--- src/rtl/div_pkg.sv ---
// Shared definitions for the multi-cycle restoring divider (div_unit).
package div_pkg;

    localparam int unsigned DIV_WIDTH = 32;

    typedef enum logic {
        IDLE,
        RUN
    } state_t;

    // Iteration counter must hold the value WIDTH itself.
    function automatic int unsigned cnt_width(input int unsigned width);
        return $clog2(width) + 1;
    endfunction

    localparam int unsigned DIV_CNT_W = cnt_width(DIV_WIDTH);

    localparam logic [DIV_WIDTH-1:0] DIV_DBZ_QUO = '1;

endpackage

--- src/rtl/div_step.sv ---
// One combinational restoring-division step: shift {rem, quo} left, trial-subtract divisor.
module div_step
    import div_pkg::*;
#(
    parameter int unsigned WIDTH = DIV_WIDTH
) (
    input  logic [WIDTH-1:0] i_rem,
    input  logic [WIDTH-1:0] i_quo,
    input  logic [WIDTH-1:0] i_divisor,
    output logic [WIDTH-1:0] o_rem,
    output logic [WIDTH-1:0] o_quo
);

    logic [WIDTH:0] w_rem_sh;
    logic [WIDTH:0] w_trial;
    logic           w_neg;

    assign w_rem_sh = {i_rem, i_quo[WIDTH-1]};
    // rem < divisor keeps rem_sh below 2*divisor, so bit WIDTH of the
    // WIDTH+1-bit difference is exactly the sign of the trial.
    assign w_trial  = w_rem_sh - {1'b0, i_divisor};
    assign w_neg    = w_trial[WIDTH];

    assign o_rem = w_neg ? w_rem_sh[WIDTH-1:0] : w_trial[WIDTH-1:0];
    assign o_quo = {i_quo[WIDTH-2:0], ~w_neg};

endmodule

--- src/rtl/div_unit.sv ---
// Multi-cycle restoring divider feeding HI (remainder) / LO (quotient) bus registers.
// Optional signed division is enabled by defining DIV_SIGNED_EN.
module div_unit
    import div_pkg::*;
#(
    parameter int unsigned WIDTH = DIV_WIDTH
) (
    input  logic             clk,
    input  logic             clear,
    input  logic [WIDTH-1:0] bus_in,
    input  logic             Yin,
    input  logic             start,
`ifdef DIV_SIGNED_EN
    input  logic             div_signed,
`endif
    output logic             busy,
    output logic             done,
    output logic             div_by_zero,
    output logic [WIDTH-1:0] hi_out,
    output logic [WIDTH-1:0] lo_out
);

    localparam int unsigned CW = cnt_width(WIDTH);

    state_t           r_state;
    logic [WIDTH-1:0] r_y;
    logic [WIDTH-1:0] r_div;
    logic [WIDTH-1:0] r_rem;
    logic [WIDTH-1:0] r_quo;
    logic [CW-1:0]    r_cnt;
    logic [WIDTH-1:0] r_hi;
    logic [WIDTH-1:0] r_lo;
    logic             r_done;
    logic             r_dbz;
    logic             r_neg_q;
    logic             r_neg_r;

    logic             w_sgn;
    logic             w_y_neg;
    logic             w_d_neg;
    logic [WIDTH-1:0] w_y_mag;
    logic [WIDTH-1:0] w_d_mag;
    logic [WIDTH-1:0] w_nrem;
    logic [WIDTH-1:0] w_nquo;
    logic [WIDTH-1:0] w_fin_rem;
    logic [WIDTH-1:0] w_fin_quo;

`ifdef DIV_SIGNED_EN
    assign w_sgn = div_signed;
`else
    assign w_sgn = 1'b0;
`endif

    // Divide magnitudes; signs are reapplied on the final write so latency is unchanged.
    assign w_y_neg = w_sgn & r_y[WIDTH-1];
    assign w_d_neg = w_sgn & bus_in[WIDTH-1];
    assign w_y_mag = w_y_neg ? -r_y : r_y;
    assign w_d_mag = w_d_neg ? -bus_in : bus_in;

    div_step #(
        .WIDTH(WIDTH)
    ) u_step (
        .i_rem    (r_rem),
        .i_quo    (r_quo),
        .i_divisor(r_div),
        .o_rem    (w_nrem),
        .o_quo    (w_nquo)
    );

    assign w_fin_rem = r_neg_r ? -w_nrem : w_nrem;
    assign w_fin_quo = r_neg_q ? -w_nquo : w_nquo;

    always_ff @(posedge clk) begin
        if (!clear) begin
            r_state <= IDLE;
            r_y     <= '0;
            r_div   <= '0;
            r_rem   <= '0;
            r_quo   <= '0;
            r_cnt   <= '0;
            r_hi    <= '0;
            r_lo    <= '0;
            r_done  <= 1'b0;
            r_dbz   <= 1'b0;
            r_neg_q <= 1'b0;
            r_neg_r <= 1'b0;
        end else begin
            r_done <= 1'b0;
            case (r_state)
                IDLE: begin
                    if (start) begin
                        if (bus_in == '0) begin
                            r_hi   <= r_y;
                            r_lo   <= '1;
                            r_dbz  <= 1'b1;
                            r_done <= 1'b1;
                        end else begin
                            r_div   <= w_d_mag;
                            r_rem   <= '0;
                            r_quo   <= w_y_mag;
                            r_cnt   <= CW'(WIDTH);
                            r_neg_q <= w_y_neg ^ w_d_neg;
                            r_neg_r <= w_y_neg;
                            r_dbz   <= 1'b0;
                            r_state <= RUN;
                        end
                    end else if (Yin) begin
                        r_y <= bus_in;
                    end
                end
                RUN: begin
                    r_rem <= w_nrem;
                    r_quo <= w_nquo;
                    r_cnt <= r_cnt - CW'(1);
                    if (r_cnt == CW'(1)) begin
                        r_hi    <= w_fin_rem;
                        r_lo    <= w_fin_quo;
                        r_done  <= 1'b1;
                        r_state <= IDLE;
                    end
                end
                default: r_state <= IDLE;
            endcase
        end
    end

    assign busy        = (r_state == RUN);
    assign done        = r_done;
    assign div_by_zero = r_dbz;
    assign hi_out      = r_hi;
    assign lo_out      = r_lo;

endmodule

--- config.mk ---
export PLATFORM = sky130hd
export DESIGN_NAME = div_unit
export DESIGN_NICKNAME = d
export VERILOG_FILES = /design/src/rtl/div_pkg.sv /design/src/rtl/div_step.sv /design/src/rtl/div_unit.sv
export SDC_FILE = /design/constraint.sdc
export NUM_CORES = 1
export LEC_CHECK = 0
export ABC_AREA = 1
export CAP_MARGIN = 15
export CORE_MARGIN = 2
export CORE_UTILIZATION = 40
export CTS_CLUSTER_SIZE = 14
export DETAILED_ROUTE_END_ITERATION = 7
export SYNTH_ARGS = -nofsm -noshare
export SYNTH_HDL_FRONTEND = slang
export SYNTH_SLANG_ARGS = --single-unit
--- constraint.sdc ---
create_clock -name clk -period 3.8 [get_ports clk]
set_input_delay 0.38 -clock clk [delete_from_list [all_inputs] [get_ports clk]]
set_output_delay 0.38 -clock clk [all_outputs]
set_load 0.02 [all_outputs]
== Word level (Yosys, flattened, before mapping) ==
Index checks and enable logic that the tools add are counted.
Cells by class
  add/subtract/negate cells: 2
  eq/ne operators: 5
  mux-type cells: 26
  bitwise logic cells: 4
  reductions and logical operators: 6
Operators by type and width (count)
  2-to-1 mux 32 bit: 11
  case mux 32 bit (2 select lines): 4
  subtractor 33 x 32 -> 33 bit: 1
  zero test 32 bit: 1
  2-to-1 mux 6 bit: 2
  case mux 6 bit (2 select lines): 1
  AND reduction 3 bit: 3
  equality test 6 x 1 -> 1 bit, second input constant: 1
  2-to-1 mux 1 bit: 6
  inequality test 2 bit, second input constant: 3
  subtractor 6 x 1 -> 6 bit, second input constant: 1
  NOT 1 bit: 4
  case mux 1 bit (2 select lines): 2
  AND reduction 2 bit: 2
  inequality test 2 x 1 -> 1 bit, second input constant: 1
Storage, ports and cells
  bits in registers: 201
  input port bits: 36
  output and inout bits: 67
  logic and storage cells: 53

== Longest topological paths before layout ==
Gate-level depths: netlist of the first run.
  depth in word-level cells: 4
  mapped depth: 19
  mapped depth without buffers: 18

== By module ==
Synthesis of the first run repeated with hierarchy kept, for this count alone.
Second synthesis, totals
  cell total of the unflattened synthesis: 1864
  area, all modules: 12091.6 sq um
Modules (own cells, without submodules)
  div_unit: instances 1, cells an instance 1153, area each 8708.4 sq um, seq. area each 4023.9 sq um
  div_step: instances 1, cells an instance 711, area each 3383.2 sq um, seq. area each 0.0 sq um

== Worst setup path after synthesis of the first run ==
No wires, ideal clock.
  kind: register -> register
  start point: reg r_quo[31]
  end point: reg r_rem[31]
  setup time: 0.109 ns
  arrival: 1.995 ns
  required time: 3.691 ns
  setup slack: 1.696 ns
  cell stages (with the launch flop): 20
  path buffers: 1
  clock period less this slack: 2.104 ns
  path through: dfxtp_1 -> inv_1 -> ha_1 -> inv_1 -> fa_1 -> nand2_1 -> nand2_1 -> nand3_2 -> nand2_4 -> nand2_4 -> nand2_4 -> nand2_4 -> nand2_4 -> nand2_4 -> nand2_8 -> buf_12 -> nand3_2 -> nand3_1 -> nand2_1 -> inv_1
Between the ends
  longest elaborated chain between the ends: 3
Ends and longest elaborated chain
  from (decl): RTL line div_unit.sv:29  | logic [WIDTH-1:0] r_quo;
  from (signal assigned): RTL line div_unit.sv:100  | r_quo <= w_y_mag;
  from (signal assigned): RTL line div_unit.sv:113  | r_quo <= w_nquo;
  subtractor 33 x 32 -> 33 bit: RTL line div_step.sv:21  | assign w_trial = w_rem_sh - {1'b0, i_divisor};
  2-to-1 mux 32 bit: RTL line div_step.sv:24  | assign o_rem = w_neg ? w_rem_sh[WIDTH-1:0] : w_trial[WIDTH-1:0];
  case mux 32 bit (2 select lines): RTL line div_unit.sv:89  | case (r_state)
  to (signal assigned): RTL line div_unit.sv:112  | r_rem <= w_nrem;
  to (decl): RTL line div_unit.sv:28  | logic [WIDTH-1:0] r_rem;
No other way between the ends.
A chain may end at the register's enable or synchronous reset.

== Worst setup path in the final report of the first run ==
  start point: reg r_state (netlist: busy)
  end point: reg r_y[13]
Between the ends
  longest elaborated chain between the ends: 2
Ends and longest elaborated chain
  from (decl): RTL line div_unit.sv:25  | state_t r_state;
  from (signal assigned): RTL line div_unit.sv:75  | r_state <= IDLE;
  from (signal assigned): RTL line div_unit.sv:105  | r_state <= RUN;
  from (signal assigned): RTL line div_unit.sv:119  | r_state <= IDLE;
  NOT 1 bit
  AND reduction 3 bit (no source line)
  to (signal assigned): RTL line div_unit.sv:108  | r_y <= bus_in;
  to (decl): RTL line div_unit.sv:26  | logic [WIDTH-1:0] r_y;
No other way between the ends.

==> metrics.cfg, run 1 <==
[yosys]
synth_top_family_by_area = simple AND/OR/NAND/NOR gates
yosysWarnings = 0
yosys.area_share.simple_pct = 30.7
synth_edf_count = 0
synth_area_leaders = dfxtp_1 (35%), nand2_1 (13%), inv_1 (9.8%)
synth.top_cells.by_count = nand2_1 (384), inv_1 (300), dfxtp_1 (201)
async_flop_share_pct = 0
synth-compound-area-share_pct = 14.0
synth-adder-area-share_pct = 3.87
post-synth-top-count-cell = nand2_1
synth.top_cell.area_share_pct = 35.0
ys_seq_area_share_pct = 35.0
ys_seq_elements = 201
syn_area_mm2 = 0.0115
yosysTopAreaCell = dfxtp_1
syn_area_per_cell_um2 = 6.77
synth_xor_area_share_pct = 1.22
synth_mux_area_share_pct = 0
synth_cell_type_count = 45
syn_nets = 1771
syn_inst = 1700
synth_ff_type = dfxtp_1

[critical_path]
crit_path_frequent_cell = nor2_1
required_ns = 4.21
rr_worst_depth = 6
crit_family = buffers and inverters
reg2reg_slack_ns = 0.93
arrival_ns = 3.28
max_stage_delay_ns = 0.72
end_kind = flip-flop
r2r-end = r_y[13]
critPathBufInv = 2
slowest_stage = clkinv_1
crit_type = flip-flop to flip-flop
cp_cell_sequence = buf_4, nor2_1, nand2_1, clkinv_1, nor2_1, nor2_1
crit_fanout = 59
crit_path_start_kind = flip-flop
rr_startpoint = busy

[clocking]
path_clk_slew_ns = 0.06
insertion_delay_ns = 0.52
cts_resized = 0
cts_tree = done
post-cts-setup-buffers = 0
ctsHoldBuffers = 0
cts.sinks = 201
clockBufferDepth = 3
cts-root-buf = clkbuf_16
cts_max_level = 1
numCtsBuffers = 23

[timing]
worst_pin_slew_ns = 1.12
final_max_slew_viol_count = 0
min_period_ns = 2.87
clock_skew_ns = 0.0221
min_period_over_period_pct = 75.6
report.final.hold_viol_count = 0
timing.final.ws_setup_ns = 0.925
rsz0062_at_grt = no
relSlewSlack_pct = 25.6
setup_tns_ns = 0
hold_ws_ns = 0.403
max_freq_mhz = 348
setup_viol = 0

[drt]
wl_per_cell_um = 15.5
routed_wl_um = 33500
drt_iter0_markers = 783
via_per_inst = 4.94
drc = 0
ant_nets = 0
via_count = 10700
dr.pass1.iters = 5

[place]
place_area_mm2 = 0.0126
gp_congestion = 0.934
dp_hpwl_um = 25100
portBuffers = 102
preCtsSetupSlack_ns = 0.693

[hold_path]
worstHoldPathType = input pin to flip-flop
min_path_cells = 3
hold_start = clear
min_to = r_cnt[2]

[final_layout]
nets = 1837
antenna_cells = 0
final_cell_area_mm2 = 0.0134
area_delta_synth_final_pct = 16.4
regArea_mm2 = 0.00403
multi_input_area_mm2 = 0.00574
layout-drive-gt1-share_pct = 10.1
fillers = 2964

[global_route]
grt.total_usage_pct = 21.8
antenna_found_initial = 2
grt.overflow.total = 0
grt_max_degree = 74
grt_pass1_vias = 9884
grt_first_pass_wirelength_um = 53200

[floorplan]
io_pins = 103
std_cell_rows = 62
fp.coreArea_mm2 = 0.0285
die_w_um = 174
dieArea_mm2 = 0.0301
fp.dieH_um = 174
initial_core_util_pct = 40.4

[run]
max-cap-violations = 0

[pwr]
leakage_nw = 6.84
powerDensity_mw_per_mm2 = 544
irDropWorstVdd_mv = 0.275
power_mw = 7.28

[outcome]
status = finished, final reports clean

## sequential cells by signal, indices dropped and copies added, names as in the netlist
name         cells
r_div           32
r_rem           32
r_y             32
busy             1
done             1
hi_out          32
div_by_zero      1
r_quo           32
r_cnt            6
lo_out          32
## cell usage in the layout (no fill, tap or decap), types with 11 or more instances in the layout
master,instances
nand4_1,11
a22oi_1,19
nand3_2,62
xor2_1,16
a21oi_1,112
buf_4,14
ha_1,34
o22ai_1,14
nand3_1,91
dfxtp_1,200
o21ai_0,107
o21ai_1,39
clkbuf_16,23
clkdlybuf4s50_1,101
nor2_1,141
inv_2,27
nand2_1,383
inv_1,300
## stage by stage
step | utilization [%] | cells
floorplan | - | 1700
global placement | 44.3 | 2125
detailed placement | 44.3 | 2125
CTS | 47.0 | 2165
global route | 47.0 | 2165
finish | 47.0 | 2165
## cell families after synthesis
| logic type | count (synthesis) |
|---|---|
| fa+ha+maj | 35 |
| buf+inv | 404 |
| simple gates | 742 |
| compound gates | 302 |
| xor+xnor | 16 |
| flops | 201 |
## tightest hold or removal path: stages
cell	delay (ns)
buf_4	0.11
inv_2	0.21
a21oi_1	0.18
## report_power, final
group / total, mW / switching [mW] / internal (mW)
clock network: 2.28 / 0.911 / 1.37
registers: 2.39 / 0.115 / 2.28
logic: 2.61 / 1.79 / 0.817
## worst max path at each step
stage                     startpoint         end  depth (start not counted)  slack (ns)
after global routing            busy     r_y[11]                          6        0.68
final                           busy     r_y[13]                          6        0.93
after floorplan            r_quo[31]   r_rem[31]                         19        1.70
after global placement    bus_in[19]  lo_out[31]                         10        0.66
after CTS                       busy     r_y[13]                          6        0.96
after detailed placement  bus_in[26]  lo_out[31]                         11        0.69
## final cells by class
class                      count  share of cell area [%]
sequential                   201                    30.1
multi-input combinational   1095                    42.8
inverter                     329                    9.22
timing repair buffer         116                    8.48
clock buffer                  31                    4.97
tap                          384                    3.59
clock inverter                 9                   0.831
## routing by layer
metal	wire length, um	up-vias	global-route usage (%)	part of all wire, %
li1	-	5462	-	-
met3	1900	67	3.53	5.7
met4	1230	2	7.88	3.7
met2	15000	282	35.3	45
met1	15400	4891	29.5	46
met5	11	-	0	0.033
No activity file was read; power rests on OpenSTA's default activity.
==> run 2: changes to the inputs <==
- clock period: 3.8 -> 2.9 ns (I/O delays scaled with it)
==> run 2 against run 1 <==
Worst setup slack lost 0.67 ns. Count of clock-buffer cells in the layout grew 2. Core utilization grew 0.16 points. Routed wire length grew 0.42%. Power grew 27%. Non-clock buffer count grew 12. Fmax grew 8.6%. Cell area grew 0.35%. Clock skew grew 0.0017 ns. Die area is the same.
==> metrics.cfg, run 2 (synthesized netlist as in run 1, its figures left out) <==
[outcome]
status = finished, final reports clean  ; unchanged

[final_layout]
layout-drive-gt1-share_pct = 10.3  ; was 10.1%
layout_commonest_cell = nand2_1  ; unchanged
layout_common_cells = nand2_1 (383), inv_1 (300), dfxtp_1 (200)  ; unchanged
nets = 1848  ; was 1,837
post-route-util_pct = 47.2  ; was 47.0%
area_delta_synth_final_pct = 16.8  ; was 16.4%

[clocking]
clockBufferDepth = 3  ; unchanged
post-cts-setup-buffers = 0  ; unchanged
insertion_delay_ns = 0.51  ; was 0.52 ns
path_clk_slew_ns = 0.06  ; about the same
cts_resized = 0  ; unchanged
cts_max_level = 1  ; unchanged
cts-root-buf = clkbuf_16  ; unchanged
numCtsBuffers = 22  ; was 23
ctsHoldBuffers = 0  ; unchanged
cts.sinks = 201  ; unchanged
cts_tree = done  ; unchanged

[critical_path]
crit_type = flip-flop to flip-flop  ; unchanged
crit_path_start_kind = flip-flop  ; unchanged
required_ns = 3.31  ; was 4.21 ns
arrival_ns = 3.06  ; was 3.28 ns
end_kind = flip-flop  ; unchanged
crit_fanout = 33  ; was 59

[global_route]
grt_pass1_vias = 10200  ; was 9,884
grt_max_degree = 145  ; was 74
grt.total_usage_pct = 22.2  ; was 21.8%
grt.overflow.total = 0  ; unchanged
grt_first_pass_wirelength_um = 54200  ; was 53,200 um
antenna_found_initial = 0  ; was 2

[timing]
report.final.hold_viol_count = 0  ; unchanged
clock_skew_ns = 0.0238  ; was 0.0221 ns
worst_pin_slew_ns = 1.03  ; was 1.12 ns
setup_tns_ns = 0  ; unchanged
max_freq_mhz = 378  ; was 348 MHz
relSlewSlack_pct = 31.1  ; was 25.6%
rsz0062_at_grt = no  ; unchanged
setup_viol = 0  ; unchanged
final_max_slew_viol_count = 0  ; unchanged
min_period_ns = 2.65  ; was 2.87 ns
min_period_over_period_pct = 91.3  ; was 75.6%

[floorplan]
initial_core_util_pct = 40.4  ; unchanged
dieArea_mm2 = 0.0301  ; unchanged
fp.coreArea_mm2 = 0.0285  ; unchanged
io_pins = 103  ; unchanged
die_w_um = 174  ; unchanged
std_cell_rows = 62  ; unchanged
fp.dieH_um = 174  ; unchanged

[place]
dp_hpwl_um = 25500  ; was 25,100 um
gp_congestion = 0.904  ; was 0.934
portBuffers = 102  ; unchanged

[drt]
drc = 0  ; unchanged
via_per_inst = 4.88  ; was 4.94
wl_per_cell_um = 15.5  ; about the same
drt_iter0_markers = 713  ; was 783
via_count = 10600  ; was 10,700
routed_wl_um = 33700  ; was 33,500 um
ant_nets = 0  ; unchanged
dr.pass1.iters = 7  ; was 5

[pwr]
switchingPower_mw = 3.63  ; was 2.82 mW
power_mw = 9.29  ; was 7.28 mW
powerDensity_mw_per_mm2 = 691  ; was 544 mW/mm2
pwr-share-seq_pct = 33.8  ; was 32.9%
p_comb_share_pct = 36.9  ; was 35.8%
intPower_mw = 5.66  ; was 4.47 mW
irDropWorstVdd_mv = 0.436  ; was 0.275 mV
p_clk_share_pct = 29.3  ; was 31.3%
swShare_pct = 39.0  ; was 38.7%
leakage_nw = 6.85  ; was 6.84 nW

[hold_path]
worstHoldPathType = input pin to flip-flop  ; unchanged

[run]
max-cap-violations = 0  ; unchanged

-- run 2: cell count changes in the layout (fill, tap and decap cells not counted), moves of 2 or more --
cell / delta
buf_4: +9
clkbuf_1: +4
buf_12: +3
clkbuf_8: -3
clkinv_2: -3
bufinv_16: -2
clkinvlp_4: +2
inv_8: -2
-- run 2: layer usage --
layer  vias to the layer above  track usage (%)  part of all wire, %
met3                        55             3.38                  4.7
li1                       5483                -                    -
met4                         0             7.25                  3.2
met1                      4832             29.9                   47
met5                         -                0                    0
met2                       245             36.6                   45
-- run 2: worst max-delay path, stage by stage, from the launching register on --
cell and delay, ns:
dfxtp_1 0.32, inv_1 0.10, ha_1 0.16, inv_1 0.08
fa_1 0.41, nand2_1 0.08, nand2_1 0.09, nand3_2 0.11
nand2_4 0.08, nand2_4 0.07, nand2_4 0.06, nand2_4 0.09
nand2_4 0.07, nand2_4 0.09, nand2_8 0.22, nand3_1 0.17
nand3_1 0.20, nand2_1 0.11, inv_1 0.04
-- run 2: layout make-up --
cell class	instances	area [um2]
repair buffers	128	1260
multi-input cells	1095	5740
flip-flops and latches	201	4030
clock buffers	33	664
clock inverters	4	28.8
diodes	1	2.50
well taps	384	480
fillers	2957	15000
inverters	329	1230
-- run 2: power groups by stage --
stage          registers, mW  logic, mW  clock network, mW
2_1_floorplan           3.21       2.69                  0
3_3_place_gp            3.19       3.38                  0
3_5_place_dp            3.19       3.41                  0
4_1_cts                 3.14       3.43               2.76
5_1_grt                 3.16       3.86               2.88
6_report                3.14       3.43               2.72
-- run 2: metrics by stage --
| stage | instance area, um2 | hold slack, ns | setup WS (ns) | cells |
|---|---|---|---|---|
| 3_3_place_gp | 12700 | 0.438 | 0.101 | 2137 |
| 3_5_place_dp | 12700 | 0.440 | 0.0945 | 2137 |
| 6_report | 13400 | 0.352 | 0.254 | 2175 |
| 2_1_floorplan | 11500 | 0.429 | 0.796 | 1700 |
| 4_1_cts | 13400 | 0.324 | 0.267 | 2174 |
| 5_1_grt | 13400 | 0.365 | 0.0307 | 2174 |
-- run 2: worst paths after layout --
| path | from | to | slack [ns] | cells past startpoint |
|---|---|---|---|---|
| min reg2reg | lo_out[23] | lo_out[23] | 0.45 | 2 |
| max reg2reg | r_quo[31] | hi_out[31] | 0.25 | 18 |
| max | r_quo[31] | hi_out[31] | 0.25 | 18 |
| min | clear | r_cnt[1] | 0.35 | 4 |
